### src/rtl/lab_pkg.sv
// Shared lab types and constants for the seven-segment display path.
// Holds the formatter FSM state type and the display code indices.
package lab_pkg;

  localparam int SEVSEG_BLANK_INDEX = 16;
  localparam int SEVSEG_LINE_INDEX  = 17;
  localparam int SEVSEG_NUM_DIGITS  = 6;
  localparam int SEVSEG_CODE_WIDTH  = 5;

  localparam logic [SEVSEG_CODE_WIDTH-1:0] SEVSEG_BLANK_CODE =
    SEVSEG_CODE_WIDTH'(SEVSEG_BLANK_INDEX);
  localparam logic [SEVSEG_CODE_WIDTH-1:0] SEVSEG_LINE_CODE =
    SEVSEG_CODE_WIDTH'(SEVSEG_LINE_INDEX);

  typedef enum logic [1:0] {
    FMT_IDLE,
    FMT_CONVERT,
    FMT_FORMAT
  } fmt_state_t;

endpackage

### src/rtl/bcd_add3_stage.sv
// Double-dabble correction: every BCD nibble >= 5 gets +3 before the shift.
// Ports: i_bcd packed BCD nibbles in, o_bcd corrected nibbles out.
module bcd_add3_stage #(
  parameter int NUM_NIBBLES = 5
) (
  input  logic [4*NUM_NIBBLES-1:0] i_bcd,
  output logic [4*NUM_NIBBLES-1:0] o_bcd
);

  always_comb begin
    o_bcd = i_bcd;
    for (int i = 0; i < NUM_NIBBLES; i++) begin
      if (i_bcd[4*i +: 4] >= 4'd5)
        o_bcd[4*i +: 4] = i_bcd[4*i +: 4] + 4'd3;
    end
  end

endmodule

### src/rtl/sevseg_value_formatter.sv
// Converts a 16-bit value into per-digit 5-bit seven-segment codes.
// Ports: clk, reset (async high), start/data/hex_mode in; busy, done, digits out.
module sevseg_value_formatter
  import lab_pkg::*;
#(
  parameter int NUM_DIGITS = SEVSEG_NUM_DIGITS,
  parameter int DATA_WIDTH = 16
) (
  input  logic                                    clk,
  input  logic                                    reset,
  input  logic                                    start,
  input  logic [DATA_WIDTH-1:0]                   data,
  input  logic                                    hex_mode,
  output logic                                    busy,
  output logic                                    done,
  output logic [NUM_DIGITS*SEVSEG_CODE_WIDTH-1:0] digits
);

  localparam int CW      = SEVSEG_CODE_WIDTH;
  localparam int BCD_N   = NUM_DIGITS - 1;
  localparam int BCD_W   = 4 * BCD_N;
  localparam int HEX_N   = DATA_WIDTH / 4;
  localparam int CNT_W   = $clog2(DATA_WIDTH);
  localparam int MSD_W   = $clog2(NUM_DIGITS);

  fmt_state_t               r_state;
  logic                     r_hex;
  logic                     r_neg;
  logic [DATA_WIDTH-1:0]    r_mag;
  logic [BCD_W-1:0]         r_bcd;
  logic [CNT_W-1:0]         r_cnt;
  logic                     r_busy;
  logic                     r_done;
  logic [NUM_DIGITS*CW-1:0] r_digits;

  logic [BCD_W-1:0]         w_bcd_adj;
  logic [MSD_W-1:0]         w_msd;
  logic                     w_neg_show;
  logic [NUM_DIGITS*CW-1:0] w_fmt;

  bcd_add3_stage #(
    .NUM_NIBBLES(BCD_N)
  ) u_add3 (
    .i_bcd(r_bcd),
    .o_bcd(w_bcd_adj)
  );

  // w_msd: highest nonzero BCD nibble; stays 0 so digit 0 is never blank.
  always_comb begin
    w_msd = '0;
    for (int i = 1; i < BCD_N; i++) begin
      if (r_bcd[4*i +: 4] != 4'd0)
        w_msd = MSD_W'(i);
    end
    w_neg_show = r_neg && (r_bcd != '0);
    w_fmt = {NUM_DIGITS{SEVSEG_BLANK_CODE}};
    if (r_hex) begin
      for (int i = 0; i < HEX_N; i++)
        w_fmt[CW*i +: CW] = CW'(r_mag[4*i +: 4]);
    end else begin
      for (int i = 0; i < BCD_N; i++) begin
        if (i <= int'(w_msd))
          w_fmt[CW*i +: CW] = CW'(r_bcd[4*i +: 4]);
      end
      for (int i = 1; i < NUM_DIGITS; i++) begin
        if (w_neg_show && (i == int'(w_msd) + 1))
          w_fmt[CW*i +: CW] = SEVSEG_LINE_CODE;
      end
    end
  end

  always_ff @(posedge clk or posedge reset) begin
    if (reset) begin
      r_state  <= FMT_IDLE;
      r_hex    <= 1'b0;
      r_neg    <= 1'b0;
      r_mag    <= '0;
      r_bcd    <= '0;
      r_cnt    <= '0;
      r_busy   <= 1'b0;
      r_done   <= 1'b0;
      r_digits <= {NUM_DIGITS{SEVSEG_BLANK_CODE}};
    end else begin
      r_done <= 1'b0;
      unique case (r_state)
        FMT_IDLE: begin
          if (start) begin
            r_busy <= 1'b1;
            r_hex  <= hex_mode;
            r_bcd  <= '0;
            r_cnt  <= '0;
            if (hex_mode) begin
              r_neg   <= 1'b0;
              r_mag   <= data;
              r_state <= FMT_FORMAT;
            end else begin
              r_neg   <= data[DATA_WIDTH-1];
              // -32768 negates to itself, which reads as 32768 unsigned
              r_mag   <= data[DATA_WIDTH-1] ? (~data + 1'b1) : data;
              r_state <= FMT_CONVERT;
            end
          end
        end
        FMT_CONVERT: begin
          {r_bcd, r_mag} <= {w_bcd_adj, r_mag} << 1;
          r_cnt <= r_cnt + CNT_W'(1);
          if (r_cnt == CNT_W'(DATA_WIDTH - 1))
            r_state <= FMT_FORMAT;
        end
        FMT_FORMAT: begin
          r_digits <= w_fmt;
          r_done   <= 1'b1;
          r_busy   <= 1'b0;
          r_state  <= FMT_IDLE;
        end
        default: r_state <= FMT_IDLE;
      endcase
    end
  end

  assign busy   = r_busy;
  assign done   = r_done;
  assign digits = r_digits;

endmodule

### config.mk
export PLATFORM = sky130hd
export DESIGN_NAME = sevseg_value_formatter
export DESIGN_NICKNAME = d
export VERILOG_FILES = /design/src/rtl/lab_pkg.sv /design/src/rtl/bcd_add3_stage.sv /design/src/rtl/sevseg_value_formatter.sv
export SDC_FILE = /design/constraint.sdc
export NUM_CORES = 1
export LEC_CHECK = 0
export ABC_AREA = 0
export BUFFER_PORTS_ARGS = -buffer_cell sky130_fd_sc_hd__buf_2
export CORE_MARGIN = 10
export CORE_UTILIZATION = 40
export CTS_CLUSTER_DIAMETER = 60
export DETAILED_ROUTE_END_ITERATION = 8
export PLACE_DENSITY = 0.64
export SLEW_MARGIN = 30
export SYNTH_ARGS = -nofsm -noshare
export SYNTH_HDL_FRONTEND = slang
export SYNTH_HIERARCHICAL = 1
export SYNTH_SLANG_ARGS = --single-unit
### constraint.sdc
create_clock -name clk -period 2.39 [get_ports clk]
set_input_delay 0.1195 -clock clk [delete_from_list [all_inputs] [get_ports clk]]
set_output_delay 0.1195 -clock clk [all_outputs]
set_load 0.02 [all_outputs]
==> results by stage, run 1 <==
STA:
- The slew at the pin with the worst max-slew slack is 0.663 ns.
- The worst path meets setup with 0.576 ns of slack.
- The relative slew slack is 55.6%.
- The number of hold violations in the final report came to 0.
- The achievable frequency is 551 MHz.
- The minimum clock period after layout is 1.81 ns.
- Across the routed clock network, the largest skew measured is 0.00603 ns.
- The setup TNS is 0 ns.
- The tightest hold path in the finished design has a slack of 0.0318 ns.
- Setup repair after global routing left no endpoint under its margin.
- The number of slew-limit violations in the final report came to 0.
- The post-route clock period utilization is 75.9%.
- Setup violations remaining at the end of the flow were counted as 0.

Worst setup path:
- The setup slack on the worst flop-to-flop path is 0.58 ns.
- The worst setup path is launched from a flip-flop.
- The cell type of the slowest stage on the worst timing path is sky130_fd_sc_hd__or4_1.
- The worst endpoint required time is 2.67 ns.
- The critical path is of the flip-flop to flip-flop type.
- In this run the critical register-to-register path is launched from r_state[0]$_DFFE_PP0P_.
- The origin of the worst setup path is r_state[0]$_DFFE_PP0P_.
- STA classifies the critical path endpoint as a flip-flop.
- The worst path arrival time is 2.10 ns.
- Of all nets on the critical path, the largest fanout is 12.
- The signal on the critical path passes through inv_1 -> nand2_1 -> inv_2 -> nand2b_1 -> or4_1 -> nand2_1.
- The family with the most delay on the worst path is simple AND/OR/NAND/NOR gates.
- The cell repeated most along the worst path is sky130_fd_sc_hd__nand2_1.
- The stage delay of the slowest cell on the critical path is 0.54 ns.
- The number of buffer and inverter stages on the critical path is 2.

Pwr:
- The register share of total power is 40.4%.
- The net switching component of the power is 2.39 mW.
- Dividing total power by cell area gives a power density of 1240 nW/µm².
- The fraction of power spent switching nets is 43.9%.
- The clock network burns 15.6% of the power.
- The design draws 5.45 mW.
- The standby leakage power is 2.04 nW.
- The internal power consumption is 3.06 mW.
- VDD sags by at most 646 µV.
- Combinational logic is responsible for 44.0% of the overall power.

Route:
- Dividing the detail-routed wire length by the instance count gives 15.9 µm.
- The number of DRC markers in iteration 0 is 177.
- The detailed-route vias per instance is 5.28.
- The final routed DRC violation total is 0.
- The first TritonRoute pass finished after 4 iterations.
- The final antenna-violating net count is 0.
- Summed over all layers, the routed wires come to 9300 µm.
- The final route contains 3090 vias.

Placed design:
- At the placement stage, the worst setup path has a slack of 0.610 ns.
- The congestion estimate from routability-driven global placement came to 0.791.
- Once placement completed, the tool counted placed cells totaling 568.
- The total of buffers placed on input and output ports is 47.
- Once detailed placement completed, the half-perimeter wirelength came to 6650 µm.
- The instance area at placement is 4200 µm².

Clock tree:
- In this run the number of H-tree levels came out at 3.
- The clock passes through at most 2 buffers.
- The root buffer selected by CTS is sky130_fd_sc_hd__clkbuf_8.
- The clock-pin slew on the worst setup and hold paths is 0.08 ns.
- Buffers inserted during clock tree synthesis total 9.
- The CTS tree is built.
- The number of gates given a new drive strength after cts is 0.
- The clock sink total is 72.
- The insertion delay to the later sink of the worst-skew pair is 0.34 ns.

Finish:
- Leaving out fill and tap cells, the most frequent cells in the layout are sky130_fd_sc_hd__dfrtp_1 (67), sky130_fd_sc_hd__nand2_1 (47), sky130_fd_sc_hd__buf_2 (47), sky130_fd_sc_hd__nor2_1 (37), sky130_fd_sc_hd__a21oi_1 (35).
- The number of fill cells in the layout is 926.
- In the final design database the tool counted 483 nets.
- The final design utilization is 47.0%.
- The layout overhead on the synthesized area is 13.5%.
- The number of diodes is 0.
- The library cell used most frequently in the layout, excluding fill and tap cells, is sky130_fd_sc_hd__dfrtp_1.
- Once layout is done, the placed cells without fillers occupy 4380 µm².
- The post-route non-filler standard cell count is 585.
- Of the cells placed in the final design, the portion with a size suffix greater than 1 is 19.5%.

Yosys:
- The synthesized instance count is 406.
- The number of warnings printed during yosys synthesis is 6.
- The mapped netlist covers 3860 µm².
- The mean cell area of the mapped netlist is 9.51 µm².

Global route:
- The wire length of the first global-routing pass is 15800 µm.
- The number of antenna violations at the first check in global routing came to 0.
- The total overflow left after global routing is 0.
- The via count of the first global-routing pass came to 3132.
- The pin count of the biggest net entering global routing is 39.
- Global routing used 13.4% of the available tracks across all layers.

Floorplanning:
- After floorplanning, the core was divided into 35 placement rows.
- The floorplan die area is 14000 µm².
- The width of the die is 118 µm.
- The effective utilization at floorplan is 41.4%.
- From bottom edge to top edge, the die measures 118 µm.
- The top-level port count is 52.
- The floorplan step defined a core boundary enclosing 9330 µm².

Run:
- The max-cap check violation count is 0.

Hold path:
- The type of the tightest min-delay check is input pin to flip-flop.
- The startpoint identified for the worst hold timing path is data[15].

Outcome:
- The run finished with clean final reports.
[flip-flops by register name, indices dropped and copies added (netlist names)]
signal   flops
busy         1
digits      26
done         1
r_bcd       20
r_cnt        4
r_hex        1
r_mag       16
r_neg        1
r_state      2
[final timing paths]
kind	cells past startpoint	endpoint
worst min register to register	2	digits[9]$_DFFE_PP1P_
worst max-delay path	6	digits[9]$_DFFE_PP1P_
min in group asynchronous	3	digits[11]$_DFFE_PP0P_
worst min-delay path	3	r_mag[15]$_DFFE_PP0P_
max in group asynchronous	5	r_neg$_DFFE_PP0P_
worst max register to register	6	digits[9]$_DFFE_PP1P_
[power by group through the flow]
stage | Sequential [mW] | Clock (mW) | Combinational [mW]
after floorplan | 2.29 | 0 | 1.60
after global placement | 2.21 | 0 | 2.35
after detailed placement | 2.22 | 0 | 2.40
after CTS | 2.20 | 0.879 | 2.42
after global routing | 2.28 | 0.931 | 2.69
final | 2.20 | 0.851 | 2.40
[final cells by class]
class                   instances  area, µm²  share of cell area [%]
multi-input cells             297       1870                    42.7
well taps                     129        161                    3.68
flip-flops and latches         72       1810                    41.3
clock inverters                 6       35.0                   0.800
inverters                      16       60.1                    1.37
clock buffers                  10        138                    3.14
repair buffers                 55        310                    7.08
[timing repair]
item                                    4_1_cts  5_1_grt
buffers inserted                              0        0
hold buffers                                  1        0
hold endpoints to repair                     21        0
endpoints found under the setup margin        0        0
[worst reg2reg max path: stages, from the launching register on]
cell and delay (ns):
sky130_fd_sc_hd__dfrtp_1 0.46, sky130_fd_sc_hd__inv_1 0.31, sky130_fd_sc_hd__nand2_1 0.14, sky130_fd_sc_hd__inv_2 0.08
sky130_fd_sc_hd__nand2b_1 0.14, sky130_fd_sc_hd__or4_1 0.54, sky130_fd_sc_hd__nand2_1 0.08
[metal layers]
metal	GRT usage (%)	routed length (µm)	vias to the layer above
met3	3.90	464	7
met1	16.5	4160	1506
met2	22.4	4580	68
met4	3.32	102	0
li1	-	-	1509
met5	0	0	-
Power figures use the tool's default switching activity.
==> run 2, diff against run 1 <==
==> constraint.sdc (replaced) <==
create_clock -name clk -period 1.9 [get_ports clk]
set_input_delay 0.095 -clock clk [delete_from_list [all_inputs] [get_ports clk]]
set_output_delay 0.095 -clock clk [all_outputs]
set_load 0.02 [all_outputs]
==> results by stage, run 2 (synthesized netlist as in run 1, its figures left out) <==
Clock tree:
- The number of setup buffers added after CTS is 0 (unchanged).
- The root buffer selected by CTS is sky130_fd_sc_hd__clkbuf_8 (unchanged).
- The number of CTS-inserted buffers is 9 (unchanged).
- The clock sink total is 72 (unchanged).
- The count of hold-fix buffers inserted at cts came to 2 (was 1).
- The insertion delay to the later sink of the worst-skew pair is 0.36 ns (was 0.34 ns).
- The maximum level of the CTS H-tree came to 3 (unchanged).
- The number of gates given a new drive strength after cts was 0 (unchanged).
- The CTS tree is built (unchanged).
- The clock-pin slew on the worst setup and hold paths came to 0.08 ns (about the same).
- The maximum buffer depth of the clock tree was 2 (unchanged).

Floorplanning:
- The effective utilization at floorplan is 41.4% (unchanged).
- The placeable core region was 9330 µm² (unchanged).
- The top-level port count is 52 (unchanged).
- The width of the die came to 118 µm (unchanged).
- The chip height is 118 µm (unchanged).
- The floorplan die area was 14000 µm² (unchanged).
- The count of standard-cell rows came to 35 (unchanged).

Outcome:
- Status: complete, no violations (unchanged).

Finish:
- The post-route non-filler standard cell count came to 592 (was 585).
- The most common cell after layout, fill and taps aside is sky130_fd_sc_hd__dfrtp_1 (unchanged).
- The net count reported at finish is 490 (was 483).
- The flip-flop count of the largest register, all copies and words added came to 26 (unchanged).
- The layout overhead on the synthesized area is 16.0% (was 13.5%).
- The area taken by flip-flops and latches was 1810 µm² (unchanged).
- The area occupied by multi-input gates came to 1870 µm² (unchanged).
- The summed area of non-filler cells in the final layout is 4480 µm² (was 4380 µm²).
- The number of diodes is 0 (unchanged).
- The number of fill cells in the layout is 901 (was 926).
- The final design utilization is 48.0% (was 47.0%).
- Highest-count cells in the layout ignoring fill and taps: sky130_fd_sc_hd__dfrtp_1 (67), sky130_fd_sc_hd__nand2_1 (47), sky130_fd_sc_hd__buf_2 (47), sky130_fd_sc_hd__nor2_1 (37), sky130_fd_sc_hd__a21oi_1 (35) (unchanged).
- The share of final-layout standard cells stronger than drive strength 1 came to 20.3% (was 19.5%).

Hold path:
- The start point of the worst min-delay path is hex_mode (was data[15]).
- The type of the tightest min-delay check is input pin to flip-flop (unchanged).

Placed design:
- The instance area at placement is 4260 µm² (was 4200 µm²).
- The count of placed standard cells including taps is 574 (was 568).
- The total of buffers placed on input and output ports is 47 (unchanged).
- The detailed placer's ending HPWL is 6510 µm (was 6650 µm).
- The routability-driven placement congestion ratio is 0.804 (was 0.791).

Pwr:
- The internal power consumption came to 4.06 mW (was 3.06 mW).
- The portion of total power attributed to combinational logic is 44.2% (was 44.0%).
- The net switching component of the power is 3.03 mW (was 2.39 mW).
- The standby leakage power is 2.08 nW (was 2.04 nW).
- The power density of the placed cells is 1580 nW/µm² (was 1240 nW/µm²).
- The register share of total power is 38.5% (was 40.4%).
- The worst vdd rail ir drop is 839 µV (was 646 µV).
- The fraction of power spent switching nets was 42.7% (was 43.9%).
- The part of the total power dissipated in the clock network is 17.3% (was 15.6%).

STA:
- The largest clock skew in the final design is 0.0121 ns (was 0.00603 ns).
- The number of hold violations in the final report is 0 (unchanged).
- The minimum clock period after layout is 1.66 ns (was 1.81 ns).
- The slew at the pin with the worst max-slew slack is 0.646 ns (was 0.663 ns).
- The achievable frequency came to 601 MHz (was 551 MHz).
- The post-route clock period utilization is 87.6% (was 75.9%).
- The number of slew-limit violations in the final report is 0 (unchanged).
- The setup TNS came to 0 ns (unchanged).
- The count of final setup violators is 0 (unchanged).
- RSZ-0062 raised after global routing: false (unchanged).
- The relative slew slack is 56.9% (was 55.6%).

Worst setup path:
- The sort of element at the start of the critical path is a flip-flop (unchanged).
- The worst-path maximum fanout is 5 (was 12).
- The origin of the worst setup path is r_bcd[5]$_DFFE_PP0P_ (was r_state[0]$_DFFE_PP0P_).
- The kind of capture point of the worst setup path is a flip-flop (unchanged).
- The worst path arrival time is 1.97 ns (was 2.10 ns).
- The critical path class was flip-flop to flip-flop (unchanged).
- The worst endpoint required time is 2.20 ns (was 2.67 ns).
- The worst flop-to-flop path startpoint is r_bcd[5]$_DFFE_PP0P_ (was r_state[0]$_DFFE_PP0P_).

Global route:
- The wire length of the first global-routing pass is 15300 µm (was 15800 µm).
- The global-route total usage across every layer is 13.1% (was 13.4%).
- The via count of the first global-routing pass is 3161 (was 3132).
- The number of antenna violations at the first check in global routing is 0 (unchanged).
- The leftover overflow at the end of global routing is 0 (unchanged).
- The pin count of the biggest net entering global routing is 73 (was 39).

Run:
- The max-cap check violation count is 0 (unchanged).

Route:
- The number of detailed-route iterations in the first pass is 4 (unchanged).
- The via total after detailed routing came to 3117 (was 3090).
- The per-cell routed wire length came to 15.5 µm (was 15.9 µm).
- The overall routed net length came to 9160 µm (was 9300 µm).
- The final routed DRC violation total came to 0 (unchanged).
- The number of DRC markers in iteration 0 was 169 (was 177).
- The detailed-route vias per instance came to 5.27 (was 5.28).
- The final antenna-violating net count came to 0 (unchanged).
[run 2: path summary, 6_finish.rpt]
path,cells after the start,endpoint,slack [ns]
worst max-delay path,3,digits[9]$_DFFE_PP1P_,0.24
worst min register to register,2,digits[9]$_DFFE_PP1P_,0.46
min in group asynchronous,4,digits[13]$_DFFE_PP0P_,0.38
worst min-delay path,3,r_hex$_DFFE_PP0P_,0.04
worst max register to register,3,digits[9]$_DFFE_PP1P_,0.24
max in group asynchronous,4,digits[24]$_DFFE_PP1P_,1.18
[run 2: through the flow]
stage	hold slack (ns)	setup WS, ns	power, mW
after floorplan	0.200	0.266	4.90
after global placement	0.232	0.172	5.82
after detailed placement	0.231	0.154	5.91
after CTS	0.0167	0.235	7.17
after global routing	0.0670	0.112	7.67
final	0.0396	0.236	7.09
[run 2: worst max-delay path, cell delays in order (launching register included)]
cell	delay (ns)
sky130_fd_sc_hd__dfrtp_1	0.42
sky130_fd_sc_hd__or4_1	0.60
sky130_fd_sc_hd__or4_1	0.53
sky130_fd_sc_hd__nand2_1	0.08
[run 2: layout make-up]
type / count / area share (%)
Sequential cell: 72 / 40.4
Inverter: 16 / 1.42
Timing Repair Buffer: 62 / 8.44
Multi-Input combinational cell: 297 / 41.7
Tap cell: 129 / 3.60
Clock inverter: 5 / 1.28
Clock buffer: 11 / 3.16
[run 2: power by group through the flow]
stage / registers (mW) / clock network [mW] / logic, mW
after global placement: 2.74 / 0 / 3.08
after CTS: 2.73 / 1.27 / 3.17
final: 2.73 / 1.23 / 3.14
after detailed placement: 2.75 / 0 / 3.15
after global routing: 2.82 / 1.33 / 3.52
after floorplan: 2.88 / 0 / 2.01
[run 2: routing by layer]
metal	global-route usage, %	share of wire [%]	vias up
met5	0	0	-
li1	-	-	1526
met3	4.14	4.8	19
met1	15.8	45	1515
met4	4.71	1.8	0
met2	21.4	48	57
